===== src/rtl/enc_event_fifo.sv =====
// Event queue behind the 8-to-3 priority encoder: turns each new active code into an
// event, buffers events in a small FIFO drained over valid/ready, and shows the head on a 7-seg digit.
module enc_event_fifo #(
  parameter int DEPTH = 4,
  localparam int CW = $clog2(DEPTH) + 1
) (
  input  logic          clk,
  input  logic          rst,
  input  logic          en_in,
  input  logic          tag_in,
  input  logic [2:0]    code_in,
  output logic          ev_valid,
  input  logic          ev_ready,
  output logic [2:0]    ev_code,
  output logic [CW-1:0] level,
  output logic          overflow,
  input  logic          clr_ovf,
  output logic [7:0]    seg_out
);

  localparam int PW = $clog2(DEPTH);

  logic [2:0]    mem [DEPTH];
  logic [PW-1:0] rd_ptr, wr_ptr;
  logic [CW-1:0] level_q;
  logic          ovf_q;
  logic          hist_valid;
  logic [2:0]    hist_code;

  logic act, evt, full, empty, pop, push, drop;

  function automatic logic [7:0] seg_decode(input logic [2:0] c);
    logic [7:0] s;
    case (c)
      3'd0:    s = 8'hC0;
      3'd1:    s = 8'hF9;
      3'd2:    s = 8'hA4;
      3'd3:    s = 8'hB0;
      3'd4:    s = 8'h99;
      3'd5:    s = 8'h92;
      3'd6:    s = 8'h82;
      default: s = 8'hF8;
    endcase
    return s;
  endfunction

  // A held code yields one event; a code change or a gap in activity re-arms detection
  assign act   = en_in & tag_in;
  assign evt   = act & (~hist_valid | (code_in != hist_code));
  assign full  = (level_q == CW'(DEPTH));
  assign empty = (level_q == '0);
  assign pop   = ~empty & ev_ready;
  assign push  = evt & (~full | pop);
  assign drop  = evt & full & ~pop;

  always_ff @(posedge clk) begin
    if (rst) begin
      rd_ptr     <= '0;
      wr_ptr     <= '0;
      level_q    <= '0;
      ovf_q      <= 1'b0;
      hist_valid <= 1'b0;
      hist_code  <= 3'b000;
    end else begin
      hist_valid <= act;
      if (act) hist_code <= code_in;
      if (push) wr_ptr <= wr_ptr + PW'(1);
      if (pop)  rd_ptr <= rd_ptr + PW'(1);
      case ({push, pop})
        2'b10:   level_q <= level_q + CW'(1);
        2'b01:   level_q <= level_q - CW'(1);
        default: level_q <= level_q;
      endcase
      // A drop in the same cycle as a clear keeps the flag set
      if (drop)         ovf_q <= 1'b1;
      else if (clr_ovf) ovf_q <= 1'b0;
    end
  end

  always_ff @(posedge clk) begin
    if (push) mem[wr_ptr] <= code_in;
  end

  assign ev_valid = ~empty;
  assign ev_code  = empty ? 3'b000 : mem[rd_ptr];
  assign seg_out  = empty ? 8'hFF : seg_decode(ev_code);
  assign level    = level_q;
  assign overflow = ovf_q;

endmodule


===== config.mk =====
export PLATFORM = sky130hd
export DESIGN_NAME = enc_event_fifo
export DESIGN_NICKNAME = d
export VERILOG_FILES = /design/src/rtl/enc_event_fifo.sv
export SDC_FILE = /design/constraint.sdc
export NUM_CORES = 1
export LEC_CHECK = 0
export BUFFER_PORTS_ARGS = -buffer_cell sky130_fd_sc_hd__buf_2
export CAP_MARGIN = 20
export CORE_MARGIN = 10
export CORE_UTILIZATION = 25
export CTS_BUF_LIST = sky130_fd_sc_hd__clkbuf_4
export DETAILED_ROUTE_END_ITERATION = 12
export PLACE_DENSITY = 0.44
export SLEW_MARGIN = 20
export SYNTH_ARGS = -nofsm -noshare
export SYNTH_HDL_FRONTEND = slang
export SYNTH_SLANG_ARGS = --single-unit

===== constraint.sdc =====
create_clock -name clk -period 3.4 [get_ports clk]
set_clock_uncertainty 0.15 [all_clocks]
set_input_delay 0.85 -clock clk [delete_from_list [all_inputs] [get_ports clk]]
set_output_delay 0.85 -clock clk [all_outputs]
set_load 0.02 [all_outputs]

==> After elaboration in Yosys (flattened, before gate mapping) <==
Memory sizes are Yosys's and may differ from the RTL's. A register that Yosys moved wholly into a read port is not among the register bits.
Cells that the tools add are included.
{ "totals": {"mem_bits_rw": 12, "output_inout_bits": 16, "reg_bits": 12, "memories": 1, "latchBits": 0, "in_bits": 9, "word_cells": 47, "mem_bits_ro": 0} }
{ "op_classes": {"div": 0, "n_shift": 0, "mul": 0, "eq_ne": 10, "magnitude_cmp": 0, "mux": 10, "n_addsub": 4, "bitwise_logic": 12, "n_reduce_logical": 4} }
{ "memory_table": {"columns": ["name", "words", "width", "rd", "rd_ports_with_merged_regs", "write_ports", "line_no", "text"], "rows": [
  ["mem", 4, 3, 1, 1, 1, "23", "logic [2:0] mem [DEPTH];"]
]} }
{ "ops": {"columns": ["cell", "count"], "rows": [
  ["one-hot mux 7 bit (7 select lines)", 1],
  ["equality test 3 bit, second input constant", 4],
  ["two-way mux 8 bit", 1],
  ["AND 1 bit", 6],
  ["equality test 3 x 2 -> 1 bit, second input constant", 2],
  ["zero test 3 bit", 2],
  ["one-hot mux 3 bit (2 select lines)", 1],
  ["adder 2 x 1 -> 2 bit, second input constant", 2],
  ["two-way mux 1 bit", 4],
  ["two-way mux 2 bit", 2],
  ["NOT 1 bit", 4],
  ["nonzero test 2 bit", 2],
  ["adder 3 x 1 -> 3 bit, second input constant", 1],
  ["equality test 3 x 1 -> 1 bit, second input constant", 1],
  ["two-way mux 3 bit", 1],
  ["inequality test 3 bit", 1],
  ["subtractor 3 x 1 -> 3 bit, second input constant", 1],
  ["equality test 2 x 1 -> 1 bit, second input constant", 1],
  ["equality test 2 bit, second input constant", 1],
  ["bitwise OR 1 bit", 2]
]} }

==> Logic depth before layout (Yosys ltp) <==
{ "logic_depth": {"word_depth": 7, "ltp_mapped": 10, "mapped_depth_nobuf": 10} }

==> Worst setup path before layout <==
Ideal clock, no wire load.
{ "synth_path": {"path_kind": "in2reg", "startpoint": "input port ev_ready", "endpoint": "register level_q[2] (netlist: level[2])", "t_arrival_ns": 2.553, "cell_stages": 9, "required_time_ns": 3.179, "setup_slack_ns": 0.627, "path_buffers": 0, "setup_time_ns": 0.071, "cell_sequence": "nor4b_1 > and2b_4 > inv_1 > ha_1 > inv_1 > fa_1 > xor2_1 > or3_1 > a21oi_1"} }
{ "synth_between": {"elab_chain_cells": 5, "word_cells_on_any_way": 7, "classes_between": "2 x eq/ne; 1 x mux; 3 x bitwise; 1 x reduce/logical"} }
{ "synth_rtl": {"columns": ["element", "line_no", "text"], "rows": [
  ["start, declared", "13", "input logic ev_ready,"],
  ["AND 1 bit (*)", "52", "assign pop = ~empty & ev_ready;"],
  ["bitwise OR 1 bit", "53", "assign push = evt & (~full | pop);"],
  ["AND 1 bit", "53", null],
  ["equality test 2 x 1 -> 1 bit / equality test 2 bit (equally long branches)", "69", "case ({push, pop})"],
  ["one-hot mux 3 bit (2 select lines) / nonzero test 2 bit (equally long branches)", null, null],
  ["end signal, assigned", "70", "2'b10: level_q <= level_q + CW'(1);"],
  ["end signal, assigned", "71", "2'b01: level_q <= level_q - CW'(1);"],
  ["end signal, assigned", "72", "default: level_q <= level_q;"],
  ["end, declared", "25", "logic [CW-1:0] level_q;"]
]} }
Every way passes the cells marked *; elsewhere a longest branch is shown, timed or not.
A chain may end at the register's enable or synchronous reset.

==> run summary <==
The logs give 1.056 mW for the total power and 0.73 ns for the register-to-register path setup slack. The ratio of final minimum period to clock period is 86.89%, and the synthesized netlist net count is 127. STA puts the critical path data arrival time at 1.95 ns. The worst register-to-register path ends at level[2].

In the final layout, the share of cells above drive strength 1 is 26.28%. Max-cap violations in this run came to 0. For the global placement routability congestion, the log shows 0.7261. The area of the mapped netlist was 0.001236 sq mm. The max-slew violation count was 0.

The tools report the detailed-routing iteration count for the pre-antenna-repair pass as 2. The post-layout minimum cycle time was 2.954 ns; the number of remaining DRC errors was 0. The HPWL after detailed placement is 2028 um. The min-delay analysis places its worst path in the category register to register. During I/O placement, the number of pins put on the boundary was 25. On the critical path, the stage with the largest delay is an instance of sky130_fd_sc_hd__mux4_2.

Leakage power total: 0.5489 nW. The detail-routed net length per standard cell is 11.91 um. After global routing the overflow that remains totals 0. The region available for standard cell placement spans 0.004755 sq mm. In the layout the commonest cells are sky130_fd_sc_hd__buf_2, sky130_fd_sc_hd__nor2_1, sky130_fd_sc_hd__dfxtp_1. Total number of yosys warnings: 0. The run finished with clean final reports. The biggest fanout along the worst timing path came out at 7. TritonCTS built the clock tree. Synthesis handed over a netlist of 112 instances. In the synthesized netlist the dominant register cell turns out to be sky130_fd_sc_hd__dfxtp_1.

Number of design-rule violations left by the first detailed-router iteration: 26. The number of cells on the worst reg-to-reg path is 9. After global routing, the most crowded layer is met2. The TritonCTS sink count is 26. The met1 track demand over resource came out at 7.237%. The global-route met2 utilization came out at 9.867%. The summed area of non-filler cells in the final layout was 0.001450 sq mm.

The sequential-to-total area share from yosys stat is 51.82%. Final hold violation count: 0. The tools report the worst flop-to-flop path startpoint as level[0]. In the synthesized netlist the async set-or-reset flop fraction comes to 0%.

The number of resized instances in the post-cts repair step was 0. The sort of element at the end of the critical path was an output pin. CTS placed an instance of sky130_fd_sc_hd__clkbuf_4 at the clock tree root.

The tools report the via count of the first global-routing pass as 860. Measured along the y axis, the die boundary spans 90.32 um. The diode insertion count for antenna repair is 0.

Setup violations remaining at the end of the flow were counted as 0. The critical path is of the register to output pin type. For the maximum count of clock buffers along a single path, the log shows 2. After floorplanning, the core was divided into 25 placement rows. The area growth from synthesis to layout is 17.31%. Buffers added to address setup during post-CTS repair amount to 0. Dividing the detail-routed via count by the number of cells gives 4.074.

Leaving out fill and tap cells, the most frequent cell in the layout is sky130_fd_sc_hd__buf_2. Adding up every negative setup slack in the final design gives 0 ns. In the global route stage, overall resource usage came out at 6.113%. In this design, the stage delay of the slowest critical-path cell is 0.65 ns. Averaged over all synthesized cells, the footprint is 11.04 sq um. The run gives 1 as the H-tree depth reported by CTS. The measured slew at the worst slew-check pin was 0.5231 ns; the area enclosed by the die boundary was 0.008158 sq mm. The number of hold buffers added after CTS was 0. Data on the critical path is required at its endpoint by 2.40 ns. The highest achievable clock rate came out at 338.5 MHz. The worst voltage drop across the vdd grid is 0.0002544 V, and the met3 demand-to-capacity share in global routing is 2.660%.

The starting utilization of the core area was 26.00%. Clock latency on the worst-skew pair, taken at its later pin, is 0.32 ns. The worst setup path is launched from a register. The area after detailed placement was 0.001424 sq mm. Entering global routing, the biggest net connects 16 pins. The final route contains 831 vias. In this run, synthesis produced a sequential element count of 26. Traced cell by cell, the critical path runs through mux4_2 -> nor2b_4 -> o21bai_2 -> nand2_1 -> buf_2. Measured along the x axis, the die boundary spans 90.32 um. The max-slew headroom at the worst pin was 64.64%; the clock input transition at the sequential cells of the worst setup and hold paths was 0.14 ns. Synthesis instantiated 31 different standard cells from the library. The end point of the critical path is seg_out[0]. The synthesized design contains 12 enable-type register cells. The total CTS buffers is 3, and the power density over cell area is 727.9 mW/mm^2. The tools report the number of nets in the layout as 153. Global-route wire length before repair: 4153 um. The count of buffers added on input and output ports is 23. The final layout contains routed wiring with a total length of 2429 um. The residual antenna-violating net count after detailed routing was 0. The initial antenna violation count is 0. Setup repair after global routing left no endpoint under its margin.
==> registers in the layout, summed over array words and instances, names as in the netlist, named ones only <==
| register | cells |
|---|---|
| mem | 12 |
| hist_code | 3 |
| level | 3 |
| rd_ptr | 2 |
| wr_ptr | 2 |
| hist_valid | 1 |
| overflow | 1 |
==> critical path: cells and delay by family (launching register included) <==
family,cells,cell delay [ns]
AOI/OAI and AO/OA,1,0.12
muxes,1,0.65
DFF,1,0.47
and+or+nand+nor,2,0.24
buffers and inverters,1,0.15
==> where the power goes <==
| group | leakage (nW) | internal, mW | switching [mW] |
|---|---|---|---|
| clock | 0.0154 | 0.0430 | 0.0891 |
| sequential | 0.223 | 0.362 | 0.0381 |
| combinational | 0.310 | 0.197 | 0.327 |
==> area by class of cell <==
| class | count | area, sq um |
|---|---|---|
| clock buffers | 3 | 22.52 |
| clock inverters | 1 | 3.754 |
| fillers | 525 | 3304 |
| inverters | 8 | 30.03 |
| multi-input cells | 76 | 554.3 |
| flip-flops and latches | 26 | 640.6 |
| well taps | 67 | 83.83 |
| repair buffers | 23 | 115.1 |
==> per-stage QoR <==
stage | utilization [%] | hold slack (ns) | setup slack (ns) | instances
4_1_cts | 30.50 | 0.3292 | 0.4140 | 204
5_1_grt | 30.50 | 0.3546 | 0.2924 | 204
6_report | 30.50 | 0.3254 | 0.4458 | 204
3_3_place_gp | 29.95 | 0.3093 | 0.2181 | 200
3_5_place_dp | 29.95 | 0.3108 | 0.1941 | 200
2_1_floorplan | - | 0.2928 | 0.6267 | 112
==> synth_stat cells, types with 2 or more instances <==
master	count	area [sq um]
sky130_fd_sc_hd__nor2b_4	2	27.53
sky130_fd_sc_hd__inv_1	7	26.28
sky130_fd_sc_hd__nand2b_1	2	12.51
sky130_fd_sc_hd__mux4_2	3	67.56
sky130_fd_sc_hd__nand3_1	4	20.02
sky130_fd_sc_hd__a21oi_1	6	30.03
sky130_fd_sc_hd__and2_1	7	43.79
sky130_fd_sc_hd__ha_1	5	62.56
sky130_fd_sc_hd__nand2_1	8	30.03
sky130_fd_sc_hd__o21ai_0	4	20.02
sky130_fd_sc_hd__edfxtp_1	12	360.4
sky130_fd_sc_hd__nor2_1	14	52.55
sky130_fd_sc_hd__xor2_1	3	26.28
sky130_fd_sc_hd__dfxtp_1	14	280.3
sky130_fd_sc_hd__xnor2_1	5	43.79
==> how the worst min path moves through the flow <==
stage                            start            to  slack, ns  cells after the start
after global placement    hist_code[2]  hist_code[2]       0.31                      2
after global routing      hist_code[1]  hist_code[1]       0.35                      2
after CTS                 hist_code[2]  hist_code[2]       0.33                      2
after floorplan           hist_code[0]  hist_code[0]       0.29                      2
final                     hist_code[2]  hist_code[2]       0.33                      2
after detailed placement  hist_code[2]  hist_code[2]       0.31                      2
==> logic make-up (layout without fill, tap and decap cells) <==
logic type               Yosys count  in the layout  share of synthesized area (%)
AND/OR/NAND/NOR                   42             42                          18.42
flip-flops                        26             26                          51.82
AO/OA/AOI/OAI                     14             14                          6.579
buffers and inverters             10             35                          3.340
XOR/XNOR                           8              8                          5.668
adder cells (fa/ha/maj)            6              6                          6.680
multiplexers                       5              5                          7.186
other                              1              1                         0.3034
==> routing by layer <==
layer	vias up	share of wire [%]
li1	427	-
met2	23	47
met1	379	48
met3	2	5.0
met5	-	0
met4	0	0.58
Power figures use the tool's default switching activity.
